===== src/rtl/pipe_pkg.sv =====
// Shared definitions for the elastic pipeline register: skid-stage state
// encoding and the default payload width.
package pipe_pkg;

    typedef enum logic [1:0] {
        ST_EMPTY = 2'b00,
        ST_BUSY  = 2'b01,
        ST_FULL  = 2'b11
    } stage_st_e;

    localparam int PIPE_WIDTH_DEF = 32;

endpackage


===== src/rtl/pipe_skid_stage.sv =====
// One skid-buffered handshake stage: main register feeds the output, the skid
// register catches the word accepted while the output is stalled.
module pipe_skid_stage
    import pipe_pkg::*;
#(
    parameter int WIDTH = PIPE_WIDTH_DEF
) (
    input  logic             i_clk,
    input  logic             i_rst_n,
    input  logic             i_flush,
    input  logic             i_valid,
    output logic             o_ready,
    input  logic [WIDTH-1:0] i_data,
    output logic             o_valid,
    input  logic             i_ready,
    output logic [WIDTH-1:0] o_data
);

    stage_st_e        r_st;
    stage_st_e        w_nxt_st;
    logic [WIDTH-1:0] r_main;
    logic [WIDTH-1:0] r_skid;
    logic             w_push;
    logic             w_pop;
    logic             w_ld_main;
    logic             w_main_from_skid;
    logic             w_ld_skid;

    // Ready depends only on registered state, so no path from i_ready to o_ready.
    assign o_ready = (r_st != ST_FULL);
    assign o_valid = (r_st != ST_EMPTY);
    assign o_data  = o_valid ? r_main : '0;
    assign w_push  = i_valid && o_ready;
    assign w_pop   = o_valid && i_ready;

    always_comb begin
        w_nxt_st         = r_st;
        w_ld_main        = 1'b0;
        w_main_from_skid = 1'b0;
        w_ld_skid        = 1'b0;
        case (r_st)
            ST_EMPTY: begin
                if (w_push) begin
                    w_nxt_st  = ST_BUSY;
                    w_ld_main = 1'b1;
                end
            end
            ST_BUSY: begin
                if (w_push && w_pop) begin
                    w_ld_main = 1'b1;
                end else if (w_push) begin
                    w_nxt_st  = ST_FULL;
                    w_ld_skid = 1'b1;
                end else if (w_pop) begin
                    w_nxt_st = ST_EMPTY;
                end
            end
            ST_FULL: begin
                if (w_pop) begin
                    w_nxt_st         = ST_BUSY;
                    w_ld_main        = 1'b1;
                    w_main_from_skid = 1'b1;
                end
            end
            default: w_nxt_st = ST_EMPTY;
        endcase
    end

    always_ff @(posedge i_clk or negedge i_rst_n) begin
        if (!i_rst_n) begin
            r_st   <= ST_EMPTY;
            r_main <= '0;
            r_skid <= '0;
        end else if (i_flush) begin
            r_st   <= ST_EMPTY;
            r_main <= '0;
            r_skid <= '0;
        end else begin
            r_st <= w_nxt_st;
            if (w_ld_main) r_main <= w_main_from_skid ? r_skid : i_data;
            if (w_ld_skid) r_skid <= i_data;
        end
    end

endmodule


===== src/rtl/pipe_elastic_reg.sv =====
// DEPTH cascaded skid stages under valid/ready with synchronous flush.
// Optional back-pressure counter enabled by PIPE_ELASTIC_STALL_CNT_EN.
module pipe_elastic_reg
    import pipe_pkg::*;
#(
    parameter int WIDTH = PIPE_WIDTH_DEF,
    parameter int DEPTH = 1,
    parameter int CNT_W = 16
) (
    input  logic             clk_i,
    input  logic             rst_i,
    input  logic             flush_i,
    input  logic             in_valid_i,
    output logic             in_ready_o,
    input  logic [WIDTH-1:0] in_data_i,
    output logic             out_valid_o,
    input  logic             out_ready_i,
    output logic [WIDTH-1:0] out_data_o,
    output logic [CNT_W-1:0] stall_cnt_o
);

    logic [DEPTH:0]            w_vld;
    logic [DEPTH:0]            w_rdy;
    logic [DEPTH:0][WIDTH-1:0] w_data;

    assign w_vld[0]    = in_valid_i;
    assign w_data[0]   = in_data_i;
    assign w_rdy[DEPTH] = out_ready_i;
    assign in_ready_o  = w_rdy[0];
    assign out_valid_o = w_vld[DEPTH];
    assign out_data_o  = w_data[DEPTH];

    // Valid/data flow forward through the chain, ready flows backward.
    for (genvar k = 0; k < DEPTH; k++) begin : g_stage
        pipe_skid_stage #(.WIDTH(WIDTH)) u_stage (
            .i_clk   (clk_i),
            .i_rst_n (rst_i),
            .i_flush (flush_i),
            .i_valid (w_vld[k]),
            .o_ready (w_rdy[k]),
            .i_data  (w_data[k]),
            .o_valid (w_vld[k+1]),
            .i_ready (w_rdy[k+1]),
            .o_data  (w_data[k+1])
        );
    end

`ifdef PIPE_ELASTIC_STALL_CNT_EN
    logic [CNT_W-1:0] r_stall_cnt;

    // Saturating; flush deliberately leaves it untouched.
    always_ff @(posedge clk_i or negedge rst_i) begin
        if (!rst_i) begin
            r_stall_cnt <= '0;
        end else if (out_valid_o && !out_ready_i && (r_stall_cnt != '1)) begin
            r_stall_cnt <= r_stall_cnt + 1'b1;
        end
    end

    assign stall_cnt_o = r_stall_cnt;
`else
    assign stall_cnt_o = '0;
`endif

endmodule


===== config.mk =====
export PLATFORM = sky130hd
export DESIGN_NAME = pipe_elastic_reg
export DESIGN_NICKNAME = d
export VERILOG_FILES = /design/src/rtl/pipe_pkg.sv /design/src/rtl/pipe_skid_stage.sv /design/src/rtl/pipe_elastic_reg.sv
export SDC_FILE = /design/constraint.sdc
export NUM_CORES = 1
export LEC_CHECK = 0
export CAP_MARGIN = 40
export CORE_MARGIN = 2
export CORE_UTILIZATION = 25
export DETAILED_ROUTE_END_ITERATION = 12
export GPL_TIMING_DRIVEN = 0
export PLACE_DENSITY = 0.51
export SYNTH_ARGS = -nofsm -noshare
export SYNTH_HDL_FRONTEND = slang
export SYNTH_SLANG_ARGS = --single-unit

===== constraint.sdc =====
create_clock -name clk_i -period 2.5 [get_ports clk_i]
set_input_delay 0.625 -clock clk_i [delete_from_list [all_inputs] [get_ports clk_i]]
set_output_delay 0.625 -clock clk_i [all_outputs]
set_load 0.02 [all_outputs]

==> results of run 1 <==
## report_power, final
group          switching [uW]  total (uW)  internal, uW
combinational             919        1550           628
sequential               94.7        1350          1260
clock                     482        1300           821
total                    1500        4200          2710
## cells in the mapped netlist
master      n  area share
a22o_1     32       0.072
clkbuf_4    2      0.0039
inv_2       1     0.00096
ha_1        4       0.013
a31oi_2     1      0.0032
nor4bb_1    1      0.0026
buf_6       7       0.020
dfrtp_1    66        0.42
and4b_1     1      0.0026
mux2i_1    32       0.082
o22a_1      1      0.0023
nor2_1      1     0.00096
buf_2      11       0.014
a2bb2oi_4   1      0.0068
o41ai_1     4      0.0090
nand3_4     1      0.0045
conb_1      1     0.00096
a211o_1     3      0.0068
o21ai_1    34       0.044
nor2b_4     1      0.0035
nand2_1     2      0.0019
clkbuf_1   12       0.012
buf_1       2      0.0019
nand2b_4    1      0.0035
inv_1       3      0.0029
nor2b_1    64        0.10
buf_4      17       0.033
a21oi_2     1      0.0023
o41ai_2    29        0.12
## registers in the layout, summed over array words and instances (netlist names)
| name | count |
|---|---|
| g_stage.u_stage.r_main | 32 |
| g_stage.u_stage.r_skid | 32 |
| g_stage.u_stage.r_st | 2 |
## cells in the final DEF (no fill, tap or decap)
cell type	n
dfrtp_1	66
nor2b_1	54
clkdlybuf4s50_1	35
o21ai_1	34
mux2i_1	32
a22o_1	32
o41ai_2	29
buf_4	21
conb_1	16
buf_2	15
clkbuf_2	15
clkdlybuf4s15_2	11
nor2b_2	9
clkbuf_1	9
clkbuf_16	9
buf_6	7
o41ai_1	4
ha_1	4
clkbuf_4	3
inv_1	3
a211o_1	3
clkinv_2	3
dlygate4sd2_1	3
nor2b_4	2
buf_1	2
nand2_1	2
clkbuf_8	2
inv_2	1
nand2b_4	1
a21oi_2	1
a2bb2oi_4	1
nand3_4	1
nor4bb_1	1
nor2_1	1
o22a_1	1
a31oi_2	1
and4b_1	1
bufinv_16	1
clkinvlp_4	1
buf_12	1
## layer usage
layer	up-vias	routed length [um]	global-route usage	share of wire
met1	1453	5240	0.182	0.48
li1	1396	-	-	-
met3	12	458	0.0270	0.042
met2	80	5140	0.225	0.47
met4	0	112	0.0364	0.010
met5	-	0	0	0
## through the flow
step,setup slack [ns],std cells
finish,0.0723,626
global route,-0.0120,626
CTS,-0.00558,625
detailed placement,-0.186,609
global placement,-1.63,608
floorplan,0.603,351
## cell families after synthesis
kind of cell,synth area share
mux,0.0824
fa+ha+maj,0.0129
flops,0.425
buf+inv,0.0885
other cells,0.000965
compound gates,0.268
simple gates,0.123
## what timing repair did
action / CTS / global route
gates resized for setup: 81 / 35
hold buffers: 0 / 0
hold endpoints to repair: 0 / 0
gates cloned: 0 / 0
setup endpoints to repair: 33 / 30
setup buffers: 0 / 1
## area by class of cell
type / count / area (um2)
timing repair buffer: 71 / 631
buffer: 51 / 340
multi-input combinational: 230 / 1980
sequential: 66 / 1650
inverter: 4 / 15.0
tap: 188 / 235
clock inverter: 5 / 52.6
fill: 1558 / 10000
clock buffer: 11 / 253
## worst reg2reg max path, delay by kind of cell (launching register included)
| family | cells | cell delay, ns |
|---|---|---|
| AOI/OAI and AO/OA | 3 | 0.51 |
| adders and majority gates | 1 | 0.19 |
| buffers and inverters | 3 | 0.59 |
| DFF | 1 | 0.40 |
| and+or+nand+nor | 1 | 0.16 |
## worst max-delay path by stage
stage                          startpoint                           end  cells after the start
5_1_grt        g_stage[0].u_stage.r_st[0]                out_data_o[17]                      6
3_3_place_gp                        rst_i  g_stage[0].u_stage.r_skid[5]                      1
6_report       g_stage[0].u_stage.r_st[0]                out_data_o[31]                      6
3_5_place_dp   g_stage[0].u_stage.r_st[0]                out_data_o[16]                      6
2_1_floorplan  g_stage[0].u_stage.r_st[0]                 out_data_o[0]                      5
4_1_cts        g_stage[0].u_stage.r_st[0]                out_data_o[26]                      6
==> qor.txt, run 1 <==
status - complete, no violations
vias in the first global route - 3069
Mapped Cells - 336
Hold Path Class - in -> async
P_leak - 0.00255 uW
Critical R2R Capture - g_stage[0].u_stage.r_main[0]
final core occ - 0.339
R2R Path Start - g_stage[0].u_stage.r_st[0]
skew final - 0.00755 ns
CP max-delay cell - dfrtp_1
H-tree depth - 3
Worst-Skew Late Latency - 0.33 ns
Core Box Area - 15200 um2
DR vias - 2941
DRT iter0 DRCs - 169
wire length of the first global-routing pass - 17100 um
CP required - 1.88 ns
CP arrival - 1.80 ns
critical path's top delay family - buffers and inverters
die area - 16600 um2
worst-path cell chain - inv_1 -> ha_1 -> buf_6 -> buf_4 -> nor2b_1 -> clkdlybuf4s15_2
routed wire length per instance - 17.5 um
Finished Cell Area - 5150 um2
Total Power - 4200 uW
Worst setup SP type - flip-flop
io pins - 87
setup violators final - 0
Setup CP Type - reg -> out
Avg Inst Size Synth - 11.6 um2
YS warnings - 0
post-synthesis sequential area ratio - 0.425
hold_ws - 0.226 ns
minimum clock period - 2.43 ns
post-route setup TNS - 0 ns
Placed Area - 4890 um2
Post-Syn Area - 3890 um2
largest net degree at the start of global routing - 40
nets@finish - 474
initial antenna violation count - 0
CP endpoint kind - output pin
max-cap violation count - 0
die height - 129 um
clk buf depth - 2
GR Overflow Total - 0
GRT Total Usage - 0.136
crit-path max FO - 10
clock sink count - 66
ratio of cells with drive above 1 in the final layout - 0.308
CTS tree - done
Max Freq - 412 MHz
area growth from synthesis to layout - 32.6%
post-route clock period utilization - 0.971
number of port buffers - 69
PD cells - 815 nW/um2
Post-Route WL - 10900 um
worst reg2reg path depth - 8
crit-path max cell delay - 0.38 ns
Reg2Reg Setup Slack - 0.55 ns
Crit path buffers/inverters - 4
die span in x - 129 um
vias per inst - 4.70
total CTS buffers - 9
# rows - 45
Final Hold Fails - 0
clk slew on worst S/H paths - 0.06 ns
Worst slew margin - 0.485
worst vdd ir - 389 uV
RD Place Congestion - 0.720
1st-pass router iterations - 4
CTS root buf - clkbuf_16
initial core utilization - 0.256
DP Wirelength - 7580 um
flops & latches, synth - 66
Worst-Margin Slew - 0.773 ns
DR DRC count - 0
Yosys cell types - 29
# diodes - 0
DRT antenna net count - 0
Slew Viols, Final - 0
Note: power is estimated with default switching activity, not from simulation.
==> run 2, diff against run 1 <==
- SLEW_MARGIN: unset -> 20
==> results of run 2 <==
Same layout as run 1: the final DEF is identical, and so are final timing and power.
